`config.mk`:
```
export PLATFORM = sky130hd
export DESIGN_NAME = dfi_phy_handshake_flat
export DESIGN_NICKNAME = d
export VERILOG_FILES = /design/src/rtl/dfi_phy_handshake_pkg.sv /design/src/rtl/dfi_phy_handshake_if.sv /design/src/rtl/dfi_phy_handshake_lp_chan.sv /design/src/rtl/dfi_phy_handshake.sv /design/src/flat_wrapper.sv
export SDC_FILE = /design/constraint.sdc
export NUM_CORES = 1
export LEC_CHECK = 0
export ABC_AREA = 1
export CORE_ASPECT_RATIO = 1.75
export CORE_UTILIZATION = 58
export CTS_CLUSTER_SIZE = 30
export DETAILED_ROUTE_END_ITERATION = 8
export GPL_TIMING_DRIVEN = 0
export PLACE_DENSITY = 0.89
export SLEW_MARGIN = 40
export SYNTH_ARGS = -nofsm -noshare
export SYNTH_HDL_FRONTEND = slang
export SYNTH_HIERARCHICAL = 1
export SYNTH_SLANG_ARGS = --single-unit
```
`constraint.sdc`:
```
create_clock -name clock -period 4.8 [get_ports clock]
set_clock_uncertainty 0.15 [all_clocks]
set_input_delay 0.96 -clock clock [delete_from_list [all_inputs] [get_ports clock]]
set_output_delay 0.96 -clock clock [all_outputs]
set_load 0.01 [all_outputs]
```
`src/rtl/dfi_phy_handshake_pkg.sv`:
```
// Shared types and default timing constants for the DFI PHY-side handshake responder.
package dfi_phy_pkg;

  typedef enum logic [1:0] {
    CU_IDLE = 2'd0,
    CU_WAIT = 2'd1,
    CU_ACK  = 2'd2
  } ctrlupd_state_e;

  typedef enum logic [1:0] {
    PU_IDLE = 2'd0,
    PU_REQ  = 2'd1,
    PU_HOLD = 2'd2,
    PU_DROP = 2'd3
  } phy_state_e;

  typedef enum logic [1:0] {
    LP_IDLE = 2'd0,
    LP_WAIT = 2'd1,
    LP_ACK  = 2'd2
  } lp_state_e;

  typedef logic [1:0] upd_type_t;
  typedef logic [1:0] cs_state_t;
  typedef logic [5:0] wakeup_t;

  typedef struct packed {
    upd_type_t typ;
    cs_state_t cs_state;
    logic      state_sel;
  } phymstr_info_t;

  localparam int unsigned CTRLUPD_ACK_DLY_DEF = 2;
  localparam int unsigned PHYUPD_HOLD_DEF     = 4;
  localparam int unsigned PHYMSTR_HOLD_DEF    = 4;
  localparam int unsigned LP_ACK_DLY_DEF      = 1;

endpackage

```
`src/rtl/dfi_phy_handshake_if.sv`:
```
// DFI handshake signals between the memory controller / PHY trigger logic and the responder.
interface dfi_phy_handshake_if;
  import dfi_phy_pkg::*;

  logic      ctrlupd_req;
  logic      ctrlupd_ack;

  logic      phyupd_trig;
  upd_type_t phyupd_type_in;
  logic      phyupd_req;
  upd_type_t phyupd_type;
  logic      phyupd_ack;

  logic      phymstr_trig;
  upd_type_t phymstr_type_in;
  cs_state_t phymstr_cs_state_in;
  logic      phymstr_state_sel_in;
  logic      phymstr_req;
  upd_type_t phymstr_type;
  cs_state_t phymstr_cs_state;
  logic      phymstr_state_sel;
  logic      phymstr_ack;

  logic      lp_ctrl_req;
  wakeup_t   lp_ctrl_wakeup;
  logic      lp_ctrl_ack;
  wakeup_t   lp_ctrl_wakeup_q;
  logic      lp_data_req;
  wakeup_t   lp_data_wakeup;
  logic      lp_data_ack;
  wakeup_t   lp_data_wakeup_q;

  logic      busy;

  modport master (
    output ctrlupd_req, phyupd_trig, phyupd_type_in, phyupd_ack,
    output phymstr_trig, phymstr_type_in, phymstr_cs_state_in, phymstr_state_sel_in, phymstr_ack,
    output lp_ctrl_req, lp_ctrl_wakeup, lp_data_req, lp_data_wakeup,
    input  ctrlupd_ack, phyupd_req, phyupd_type,
    input  phymstr_req, phymstr_type, phymstr_cs_state, phymstr_state_sel,
    input  lp_ctrl_ack, lp_ctrl_wakeup_q, lp_data_ack, lp_data_wakeup_q, busy
  );

  modport slave (
    input  ctrlupd_req, phyupd_trig, phyupd_type_in, phyupd_ack,
    input  phymstr_trig, phymstr_type_in, phymstr_cs_state_in, phymstr_state_sel_in, phymstr_ack,
    input  lp_ctrl_req, lp_ctrl_wakeup, lp_data_req, lp_data_wakeup,
    output ctrlupd_ack, phyupd_req, phyupd_type,
    output phymstr_req, phymstr_type, phymstr_cs_state, phymstr_state_sel,
    output lp_ctrl_ack, lp_ctrl_wakeup_q, lp_data_ack, lp_data_wakeup_q, busy
  );

endinterface

```
`src/rtl/dfi_phy_handshake_lp_chan.sv`:
```
// One low-power channel: acknowledges a held request after ACK_DLY cycles and latches its wakeup code.
module dfi_lp_chan
  import dfi_phy_pkg::*;
#(
  parameter int unsigned ACK_DLY = LP_ACK_DLY_DEF
) (
  input  logic    clock,
  input  logic    reset,
  input  logic    req,
  input  wakeup_t wakeup,
  output logic    ack,
  output wakeup_t wakeup_q
);

  localparam logic [3:0] DLY_LOAD = 4'(ACK_DLY - 1);

  lp_state_e  state_q, state_d;
  logic [3:0] cnt_q, cnt_d;
  wakeup_t    wake_q, wake_d;

  always_ff @(posedge clock) begin
    if (reset) begin
      state_q <= LP_IDLE;
      cnt_q   <= '0;
      wake_q  <= '0;
    end else begin
      state_q <= state_d;
      cnt_q   <= cnt_d;
      wake_q  <= wake_d;
    end
  end

  always_comb begin
    state_d = state_q;
    cnt_d   = cnt_q;
    wake_d  = wake_q;
    case (state_q)
      LP_IDLE: begin
        if (req) begin
          state_d = LP_WAIT;
          cnt_d   = DLY_LOAD;
        end
      end
      LP_WAIT: begin
        // A request withdrawn before the delay expires is never acknowledged
        if (!req) begin
          state_d = LP_IDLE;
          cnt_d   = '0;
        end else if (cnt_q == 4'd0) begin
          state_d = LP_ACK;
          wake_d  = wakeup;
        end else begin
          cnt_d = cnt_q - 4'd1;
        end
      end
      LP_ACK: begin
        if (!req) state_d = LP_IDLE;
      end
      default: begin
        state_d = LP_IDLE;
        cnt_d   = '0;
      end
    endcase
  end

  assign ack      = (state_q == LP_ACK);
  assign wakeup_q = wake_q;

endmodule

```
`src/rtl/dfi_phy_handshake.sv`:
```
// PHY-side DFI responder: controller update ack, PHY update / PHY master requests, low-power acks.
module dfi_phy_handshake
  import dfi_phy_pkg::*;
#(
  parameter int unsigned CTRLUPD_ACK_DLY = CTRLUPD_ACK_DLY_DEF,
  parameter int unsigned PHYUPD_HOLD     = PHYUPD_HOLD_DEF,
  parameter int unsigned PHYMSTR_HOLD    = PHYMSTR_HOLD_DEF,
  parameter int unsigned LP_ACK_DLY      = LP_ACK_DLY_DEF
) (
  input logic           clock,
  input logic           reset,
  dfi_phy_handshake_if.slave dfi
);

  localparam logic [3:0] CU_LOAD = 4'(CTRLUPD_ACK_DLY - 1);
  localparam logic [7:0] PU_LOAD = 8'(PHYUPD_HOLD - 1);
  localparam logic [7:0] PM_LOAD = 8'(PHYMSTR_HOLD - 1);

  ctrlupd_state_e cu_state_q, cu_state_d;
  logic [3:0]     cu_cnt_q, cu_cnt_d;

  phy_state_e     pu_state_q, pu_state_d;
  logic [7:0]     pu_cnt_q, pu_cnt_d;
  upd_type_t      pu_type_q, pu_type_d;

  phy_state_e     pm_state_q, pm_state_d;
  logic [7:0]     pm_cnt_q, pm_cnt_d;
  phymstr_info_t  pm_info_q, pm_info_d;

  logic cu_idle, pu_idle, pm_idle;
  logic pu_start, pm_start;

  assign cu_idle = (cu_state_q == CU_IDLE);
  assign pu_idle = (pu_state_q == PU_IDLE);
  assign pm_idle = (pm_state_q == PU_IDLE);

  // Arbitration: controller update beats both PHY requests, PHY update beats PHY master
  assign pu_start = dfi.phyupd_trig && cu_idle && !dfi.ctrlupd_req && pm_idle;
  assign pm_start = dfi.phymstr_trig && cu_idle && !dfi.ctrlupd_req && pu_idle && !dfi.phyupd_trig;

  always_ff @(posedge clock) begin
    if (reset) begin
      cu_state_q <= CU_IDLE;
      cu_cnt_q   <= '0;
      pu_state_q <= PU_IDLE;
      pu_cnt_q   <= '0;
      pu_type_q  <= '0;
      pm_state_q <= PU_IDLE;
      pm_cnt_q   <= '0;
      pm_info_q  <= '0;
    end else begin
      cu_state_q <= cu_state_d;
      cu_cnt_q   <= cu_cnt_d;
      pu_state_q <= pu_state_d;
      pu_cnt_q   <= pu_cnt_d;
      pu_type_q  <= pu_type_d;
      pm_state_q <= pm_state_d;
      pm_cnt_q   <= pm_cnt_d;
      pm_info_q  <= pm_info_d;
    end
  end

  always_comb begin
    cu_state_d = cu_state_q;
    cu_cnt_d   = cu_cnt_q;
    case (cu_state_q)
      CU_IDLE: begin
        if (dfi.ctrlupd_req && pu_idle && pm_idle) begin
          cu_state_d = CU_WAIT;
          cu_cnt_d   = CU_LOAD;
        end
      end
      CU_WAIT: begin
        if (!dfi.ctrlupd_req) begin
          cu_state_d = CU_IDLE;
          cu_cnt_d   = '0;
        end else if (cu_cnt_q == 4'd0) begin
          cu_state_d = CU_ACK;
        end else begin
          cu_cnt_d = cu_cnt_q - 4'd1;
        end
      end
      CU_ACK: begin
        if (!dfi.ctrlupd_req) cu_state_d = CU_IDLE;
      end
      default: begin
        cu_state_d = CU_IDLE;
        cu_cnt_d   = '0;
      end
    endcase
  end

  always_comb begin
    pu_state_d = pu_state_q;
    pu_cnt_d   = pu_cnt_q;
    pu_type_d  = pu_type_q;
    case (pu_state_q)
      PU_IDLE: begin
        if (pu_start) begin
          pu_state_d = PU_REQ;
          pu_type_d  = dfi.phyupd_type_in;
        end
      end
      PU_REQ: begin
        if (dfi.phyupd_ack) begin
          pu_state_d = PU_HOLD;
          pu_cnt_d   = PU_LOAD;
        end
      end
      PU_HOLD: begin
        if (pu_cnt_q == 8'd0) pu_state_d = PU_DROP;
        else                  pu_cnt_d   = pu_cnt_q - 8'd1;
      end
      PU_DROP: begin
        if (!dfi.phyupd_ack) begin
          pu_state_d = PU_IDLE;
          pu_type_d  = '0;
        end
      end
      default: pu_state_d = PU_IDLE;
    endcase
  end

  always_comb begin
    pm_state_d = pm_state_q;
    pm_cnt_d   = pm_cnt_q;
    pm_info_d  = pm_info_q;
    case (pm_state_q)
      PU_IDLE: begin
        if (pm_start) begin
          pm_state_d          = PU_REQ;
          pm_info_d.typ       = dfi.phymstr_type_in;
          pm_info_d.cs_state  = dfi.phymstr_cs_state_in;
          pm_info_d.state_sel = dfi.phymstr_state_sel_in;
        end
      end
      PU_REQ: begin
        if (dfi.phymstr_ack) begin
          pm_state_d = PU_HOLD;
          pm_cnt_d   = PM_LOAD;
        end
      end
      PU_HOLD: begin
        if (pm_cnt_q == 8'd0) pm_state_d = PU_DROP;
        else                  pm_cnt_d   = pm_cnt_q - 8'd1;
      end
      PU_DROP: begin
        if (!dfi.phymstr_ack) begin
          pm_state_d = PU_IDLE;
          pm_info_d  = '0;
        end
      end
      default: pm_state_d = PU_IDLE;
    endcase
  end

  assign dfi.ctrlupd_ack       = (cu_state_q == CU_ACK);
  assign dfi.phyupd_req        = (pu_state_q == PU_REQ) || (pu_state_q == PU_HOLD);
  assign dfi.phyupd_type       = pu_type_q;
  assign dfi.phymstr_req       = (pm_state_q == PU_REQ) || (pm_state_q == PU_HOLD);
  assign dfi.phymstr_type      = pm_info_q.typ;
  assign dfi.phymstr_cs_state  = pm_info_q.cs_state;
  assign dfi.phymstr_state_sel = pm_info_q.state_sel;
  assign dfi.busy              = !(cu_idle && pu_idle && pm_idle);

  dfi_lp_chan #(.ACK_DLY(LP_ACK_DLY)) u_lp_ctrl (
    .clock    (clock),
    .reset    (reset),
    .req      (dfi.lp_ctrl_req),
    .wakeup   (dfi.lp_ctrl_wakeup),
    .ack      (dfi.lp_ctrl_ack),
    .wakeup_q (dfi.lp_ctrl_wakeup_q)
  );

  dfi_lp_chan #(.ACK_DLY(LP_ACK_DLY)) u_lp_data (
    .clock    (clock),
    .reset    (reset),
    .req      (dfi.lp_data_req),
    .wakeup   (dfi.lp_data_wakeup),
    .ack      (dfi.lp_data_ack),
    .wakeup_q (dfi.lp_data_wakeup_q)
  );

endmodule

```
`src/flat_wrapper.sv`:
```
// flat-port wrapper written by rule: the top's interface ports become plain ports
module dfi_phy_handshake_flat import dfi_phy_pkg::*;
#(
  parameter int unsigned CTRLUPD_ACK_DLY = CTRLUPD_ACK_DLY_DEF,
  parameter int unsigned PHYUPD_HOLD     = PHYUPD_HOLD_DEF,
  parameter int unsigned PHYMSTR_HOLD    = PHYMSTR_HOLD_DEF,
  parameter int unsigned LP_ACK_DLY      = LP_ACK_DLY_DEF
)
  (clock, reset, dfi_ctrlupd_req, dfi_phyupd_trig, dfi_phyupd_type_in, dfi_phyupd_ack, dfi_phymstr_trig, dfi_phymstr_type_in, dfi_phymstr_cs_state_in, dfi_phymstr_state_sel_in, dfi_phymstr_ack, dfi_lp_ctrl_req, dfi_lp_ctrl_wakeup, dfi_lp_data_req, dfi_lp_data_wakeup, dfi_ctrlupd_ack, dfi_phyupd_req, dfi_phyupd_type, dfi_phymstr_req, dfi_phymstr_type, dfi_phymstr_cs_state, dfi_phymstr_state_sel, dfi_lp_ctrl_ack, dfi_lp_ctrl_wakeup_q, dfi_lp_data_ack, dfi_lp_data_wakeup_q, dfi_busy);
  dfi_phy_handshake_if dfi_i ();
  input logic clock;
  input logic reset;
  input wire logic [$bits(dfi_i.ctrlupd_req)-1:0] dfi_ctrlupd_req;
  input wire logic [$bits(dfi_i.phyupd_trig)-1:0] dfi_phyupd_trig;
  input wire logic [$bits(dfi_i.phyupd_type_in)-1:0] dfi_phyupd_type_in;
  input wire logic [$bits(dfi_i.phyupd_ack)-1:0] dfi_phyupd_ack;
  input wire logic [$bits(dfi_i.phymstr_trig)-1:0] dfi_phymstr_trig;
  input wire logic [$bits(dfi_i.phymstr_type_in)-1:0] dfi_phymstr_type_in;
  input wire logic [$bits(dfi_i.phymstr_cs_state_in)-1:0] dfi_phymstr_cs_state_in;
  input wire logic [$bits(dfi_i.phymstr_state_sel_in)-1:0] dfi_phymstr_state_sel_in;
  input wire logic [$bits(dfi_i.phymstr_ack)-1:0] dfi_phymstr_ack;
  input wire logic [$bits(dfi_i.lp_ctrl_req)-1:0] dfi_lp_ctrl_req;
  input wire logic [$bits(dfi_i.lp_ctrl_wakeup)-1:0] dfi_lp_ctrl_wakeup;
  input wire logic [$bits(dfi_i.lp_data_req)-1:0] dfi_lp_data_req;
  input wire logic [$bits(dfi_i.lp_data_wakeup)-1:0] dfi_lp_data_wakeup;
  output wire logic [$bits(dfi_i.ctrlupd_ack)-1:0] dfi_ctrlupd_ack;
  output wire logic [$bits(dfi_i.phyupd_req)-1:0] dfi_phyupd_req;
  output wire logic [$bits(dfi_i.phyupd_type)-1:0] dfi_phyupd_type;
  output wire logic [$bits(dfi_i.phymstr_req)-1:0] dfi_phymstr_req;
  output wire logic [$bits(dfi_i.phymstr_type)-1:0] dfi_phymstr_type;
  output wire logic [$bits(dfi_i.phymstr_cs_state)-1:0] dfi_phymstr_cs_state;
  output wire logic [$bits(dfi_i.phymstr_state_sel)-1:0] dfi_phymstr_state_sel;
  output wire logic [$bits(dfi_i.lp_ctrl_ack)-1:0] dfi_lp_ctrl_ack;
  output wire logic [$bits(dfi_i.lp_ctrl_wakeup_q)-1:0] dfi_lp_ctrl_wakeup_q;
  output wire logic [$bits(dfi_i.lp_data_ack)-1:0] dfi_lp_data_ack;
  output wire logic [$bits(dfi_i.lp_data_wakeup_q)-1:0] dfi_lp_data_wakeup_q;
  output wire logic [$bits(dfi_i.busy)-1:0] dfi_busy;
  assign dfi_i.ctrlupd_req = dfi_ctrlupd_req;
  assign dfi_i.phyupd_trig = dfi_phyupd_trig;
  assign dfi_i.phyupd_type_in = dfi_phyupd_type_in;
  assign dfi_i.phyupd_ack = dfi_phyupd_ack;
  assign dfi_i.phymstr_trig = dfi_phymstr_trig;
  assign dfi_i.phymstr_type_in = dfi_phymstr_type_in;
  assign dfi_i.phymstr_cs_state_in = dfi_phymstr_cs_state_in;
  assign dfi_i.phymstr_state_sel_in = dfi_phymstr_state_sel_in;
  assign dfi_i.phymstr_ack = dfi_phymstr_ack;
  assign dfi_i.lp_ctrl_req = dfi_lp_ctrl_req;
  assign dfi_i.lp_ctrl_wakeup = dfi_lp_ctrl_wakeup;
  assign dfi_i.lp_data_req = dfi_lp_data_req;
  assign dfi_i.lp_data_wakeup = dfi_lp_data_wakeup;
  assign dfi_ctrlupd_ack = dfi_i.ctrlupd_ack;
  assign dfi_phyupd_req = dfi_i.phyupd_req;
  assign dfi_phyupd_type = dfi_i.phyupd_type;
  assign dfi_phymstr_req = dfi_i.phymstr_req;
  assign dfi_phymstr_type = dfi_i.phymstr_type;
  assign dfi_phymstr_cs_state = dfi_i.phymstr_cs_state;
  assign dfi_phymstr_state_sel = dfi_i.phymstr_state_sel;
  assign dfi_lp_ctrl_ack = dfi_i.lp_ctrl_ack;
  assign dfi_lp_ctrl_wakeup_q = dfi_i.lp_ctrl_wakeup_q;
  assign dfi_lp_data_ack = dfi_i.lp_data_ack;
  assign dfi_lp_data_wakeup_q = dfi_i.lp_data_wakeup_q;
  assign dfi_busy = dfi_i.busy;
  dfi_phy_handshake #(.CTRLUPD_ACK_DLY(CTRLUPD_ACK_DLY), .PHYUPD_HOLD(PHYUPD_HOLD), .PHYMSTR_HOLD(PHYMSTR_HOLD), .LP_ACK_DLY(LP_ACK_DLY)) u_core (.clock(clock), .reset(reset), .dfi(dfi_i));
endmodule
```
# Word level (Yosys, flattened, before mapping)
# Cells that the tools add are included.
[op_classes]
add_sub_neg = 5
n_eq_ne = 34
n_mux = 48
bitwise = 3
n_reduce_logical = 44
[ops]
columns = ["cell", "count"]
rows = [
  ["$mux W2", 21],
  ["$mux W4", 9],
  ["$pmux W4 S3", 3],
  ["$reduce_and A3 Y1", 12],
  ["$mux W8", 4],
  ["$pmux W8 S2", 2],
  ["$ne A2 B2 Y1 const B", 14],
  ["$pmux W2 S3", 3],
  ["$logic_not A8 Y1", 2],
  ["$pmux W2 S4", 2],
  ["$sub A8 B1 Y8 const B", 2],
  ["$ne A3 B3 Y1 const B", 5],
  ["$eq A2 B2 Y1 const B", 7],
  ["$logic_not A4 Y1", 3],
  ["$sub A4 B1 Y4 const B", 3],
  ["$logic_and A1 B1 Y1", 11],
  ["$eq A2 B1 Y1 const B", 5],
  ["$logic_not A2 Y1", 5],
  ["$mux W5", 2],
  ["$pmux W5 S2", 1],
  ["$reduce_and A4 Y1", 2],
  ["$reduce_bool A2 Y1", 4],
  ["$ne A2 B1 Y1 const B", 2],
  ["$pmux W2 S2", 1],
  ["other kinds (4)", 9],
]
[word_totals]
ff_bits = 57
input_bits = 28
out_inout_bits = 25
elab_cells = 150

# Depth between registers and ports, before layout
[logic_depth]
word_depth = 7
depth_mapped = 11
mapped_depth_nobuf = 11

# Hierarchy
# The synthesis kept the hierarchy.
[modules_own_cells]
columns = ["mod", "instances", "cells_per_inst", "area_each_um2", "seq_area_each_um2"]
rows = [
  ["dfi_phy_handshake", 1, 330, 2064.5, 660.6],
  ["dfi_lp_chan", 2, 83, 576.8, 240.2],
]

# Worst setup path after synthesis
# No wires, ideal clock.
[synth_path]
path_kind = "register to output"
start = "register u_core.pu_state_q[0]"
end = "output dfi_busy"
t_arrival_ps = 858
t_required_ps = 3690
path_slack_ps = 2832
path_stages_with_launch = 6
path_buffers = 0
path_cell_list = "dfxtp_1 inv_1 ha_1 inv_1 nor2_1 nand2_1"
[synth_between]
elab_chain_len = 4
[synth_rtl]
columns = ["element", "line_no", "text"]
rows = [
  ["from (decl)", "dfi_phy_handshake.sv:22", "phy_state_e pu_state_q, pu_state_d;"],
  ["from (signal assigned)", "dfi_phy_handshake.sv:54", "pu_state_q <= pu_state_d;"],
  ["$logic_not A2 Y1", "dfi_phy_handshake.sv:34", "assign pu_idle = (pu_state_q == PU_IDLE);"],
  ["$logic_and A1 B1 Y1 (2 in a row)", "dfi_phy_handshake.sv:164", "assign dfi.busy = !(cu_idle && pu_idle && pm_idle);"],
  ["$logic_not A1 Y1", "dfi_phy_handshake.sv:164", ""],
  ["to (decl)", "flat_wrapper.sv:37", "output wire logic [$bits(dfi_i.busy)-1:0] dfi_busy;"],
]
# No other way between the ends.

# Worst setup path in the final report
# Ends and elaborated chain as after synthesis.

==> flow_metrics.env <==
export IMPL_status="finished, final reports clean"
export IMPL_required_ps=3690
export IMPL_ios=53
export IMPL_overflow=0
export IMPL_dpl_worst_slack_ps=1790
export IMPL_cap_viol_max_count=0
export IMPL_drtIter0Drc=121
export IMPL_startpoint_type="flip-flop"
export IMPL_firstDrtPassIters=4
export IMPL_multi_input_area_um2=1750
export IMPL_cts_root_buf="clkbuf_8"
export IMPL_wire_per_inst_um=11.9
export IMPL_num_rows=35
export IMPL_drtAntennaViolNets=0
export IMPL_crit_type="flip-flop to primary output"
export IMPL_grt_pass1_vias=3353
export IMPL_cts_setup_buffers=0
export IMPL_clockBufferDepth=2
export IMPL_power_density_nw_per_um2=542
export IMPL_netlist_area_um2=3220
export IMPL_numCtsBuffers=9
export IMPL_critical_path_max_fanout=4
export IMPL_crit_path_end_kind="primary output"
export IMPL_synth_warnings=6
export IMPL_antennaDiodeCount=0
export IMPL_slew_violations=0
export IMPL_power_share_clock=0.232
export IMPL_rrSetupSlack_ps=2960
export IMPL_synth_edff_count=0
export IMPL_whs_ps=319
export IMPL_critPathTopFamily="buffers and inverters"
export IMPL_ys_seq_elements=57
export IMPL_cts_sinks=57
export IMPL_slew_headroom=0.638
export IMPL_final_nets=606
export IMPL_start_util=0.607
export IMPL_arrival_ps=1800
export IMPL_io_buffers=52
export IMPL_antenna_found_initial=0
export IMPL_p_sw_frac=0.403
export IMPL_finalSetupViolCount=0
export IMPL_hold_buffers=0
export IMPL_htreeDepth=3
export IMPL_coreArea_um2=5300
export IMPL_rsz0062_at_grt="no"
export IMPL_grt_use_total=0.279
export IMPL_grt_start_max_net_pins=15
export IMPL_hold_class="flip-flop to flip-flop"
export IMPL_crit_slowest_cell="clkdlybuf4s50_1"
export IMPL_clock_latency_ps=330
export IMPL_p_leak_nw=1.91
export IMPL_vias_per_cell=5.16
export IMPL_hold_violations=0
export IMPL_final_setup_tns_ps=0
export IMPL_max_stage_delay_ps=480
export IMPL_routabilityCongestion=0.910
export IMPL_syn_mean_instance_area_um2=6.49
export IMPL_peakVddDrop_mv=0.376
export IMPL_drive_above_1_share=0.0745
export IMPL_switchingPower_mw=0.888
export IMPL_totalWireLength_um=7580
export IMPL_comb_power_share=0.472
export IMPL_worst_pin_slew_ps=542
export IMPL_clock_fmax_mhz=344
export IMPL_crit_chain="inv_1 -> ha_1 -> inv_1 -> nor2_1 -> nand2_1 -> clkdlybuf4s50_1"
export IMPL_syn_nets=543
export IMPL_p_total_mw=2.20
export IMPL_p_int_mw=1.31
export IMPL_die_y_um=101
export IMPL_hpwlAfterDp_um=5560
export IMPL_clk_pin_slew_ps=60
export IMPL_period_share=0.606
export IMPL_cts_tree="done"
export IMPL_p_seq_frac=0.296
export IMPL_cts_resized=0
export IMPL_synthCells=496
export IMPL_dieArea_um2=5860
export IMPL_path_buf_inv=3
export IMPL_fillers=402
export IMPL_cp_common_cell="inv_1"
export IMPL_drc=0
export IMPL_regArea_um2=1140
export IMPL_area_delta_synth_final_pct=26.2
export IMPL_vias=3289
export IMPL_setup_ws_ps=1890
export IMPL_period_minus_slack_ps=2910
export IMPL_die_w_um=58.3
export IMPL_ys_types=27
export IMPL_ys_seq_area_frac=0.355
export IMPL_synthFlopType="dfxtp_1"
export IMPL_async_reset_ff_frac=0
export IMPL_grt_pass1_wl_um=12800
==> worst min-delay path, cell delays in order, from the launching register on <==
cell and delay, ps:
dfxtp_1 310, nand2_1 60, a21oi_1 50
==> layout by cell type (no fill, tap or decap) <==
master	netlist	routed
nor3_1	7	7
nand2_2	2	2
nand3_1	28	28
xnor2_1	1	1
clkinvlp_4	0	1
clkbuf_1	2	2
o2111ai_1	1	1
dfxtp_1	57	57
buf_4	1	1
inv_1	69	69
a21oi_1	32	32
a21boi_2	1	1
nand3_2	2	2
nand4_1	7	7
clkbuf_4	1	1
clkdlybuf4s50_1	0	52
xor2_1	3	3
nand2_4	2	2
nand2_1	115	115
nor2_2	6	6
a21boi_1	2	2
o21ai_0	29	29
bufinv_16	0	2
or2_2	1	1
nor2_4	1	1
clkbuf_8	0	11
buf_6	2	2
nor2_1	98	98
inv_2	6	6
clkinv_2	0	2
o21ai_2	1	1
ha_1	19	19
==> final timing paths <==
path,depth (start not counted),end,start
worst min-delay path,2,u_core/dfi.phyupd_type[0]$_SDFFE_PP0P_,u_core/dfi.phyupd_type[0]$_SDFFE_PP0P_
worst min register to register,2,u_core/dfi.phyupd_type[0]$_SDFFE_PP0P_,u_core/dfi.phyupd_type[0]$_SDFFE_PP0P_
worst max register to register,8,u_core/pm_cnt_q[0]$_SDFFE_PP0P_,u_core/pm_state_q[0]$_SDFFE_PP0P_
worst max-delay path,6,dfi_busy,u_core/pu_state_q[0]$_SDFFE_PP0P_
==> cell families (layout without fill, tap and decap cells) <==
| group | Yosys count | in the layout | share of synthesized area |
|---|---|---|---|
| buffers and inverters | 81 | 149 | 0.101 |
| AO/OA/AOI/OAI | 66 | 66 | 0.108 |
| XOR/XNOR | 4 | 4 | 0.0109 |
| AND/OR/NAND/NOR | 269 | 269 | 0.351 |
| adder cells (fa/ha/maj) | 19 | 19 | 0.0739 |
| flip-flops | 57 | 57 | 0.355 |
==> layer usage <==
metal  track usage  share of wire  up-vias
met2         0.555           0.57      102
met4         0.139          0.013        0
met1         0.250           0.38     1503
met5             0              0        -
met3        0.0603          0.045       10
li1              -              -     1674
==> stage by stage <==
stage               std cells  utilization  cell area (um2)
floorplan                 496            -             3220
global placement          622        0.723             3830
detailed placement        622        0.723             3830
CTS                       638        0.766             4060
global route              638        0.766             4060
finish                    638        0.766             4060
==> synthesized netlist by cell type (6+ instances only) <==
library cell / count / area, um2
nor3_1: 7 / 35.0
nor2_1: 98 / 368
nor2_2: 6 / 37.5
ha_1: 19 / 238
inv_1: 69 / 259
nand3_1: 28 / 140
nand2_1: 115 / 432
nand4_1: 7 / 43.8
o21ai_0: 29 / 145
a21oi_1: 32 / 160
dfxtp_1: 57 / 1140
inv_2: 6 / 22.5
==> registers in the layout, summed over array words and instances (netlist names), 4 cells and up <==
name,count
u_core/u_lp_ctrl/cnt_q,4
u_core/cu_cnt_q,4
u_core/u_lp_data/cnt_q,4
u_core/pm_cnt_q,8
u_core/pu_cnt_q,8
u_core/u_lp_data/wakeup_q,6
u_core/u_lp_ctrl/wakeup_q,6
==> power groups by stage <==
stage	Clock, mW	Combinational, mW	Sequential, mW
6_report	0.511	1.04	0.652
2_1_floorplan	0	0.723	0.659
3_5_place_dp	0	1.02	0.658
3_3_place_gp	0	0.981	0.653
4_1_cts	0.520	1.03	0.650
5_1_grt	0.536	1.17	0.664
==> cell type report <==
type	instances	share of cell area
Clock inverter	5	0.0191
Timing Repair Buffer	52	0.128
Inverter	75	0.0693
Tap cell	74	0.0228
Multi-Input combinational cell	358	0.431
Sequential cell	57	0.281
Clock buffer	11	0.0373
Buffer	6	0.0111
No activity file was read; power rests on OpenSTA's default activity.
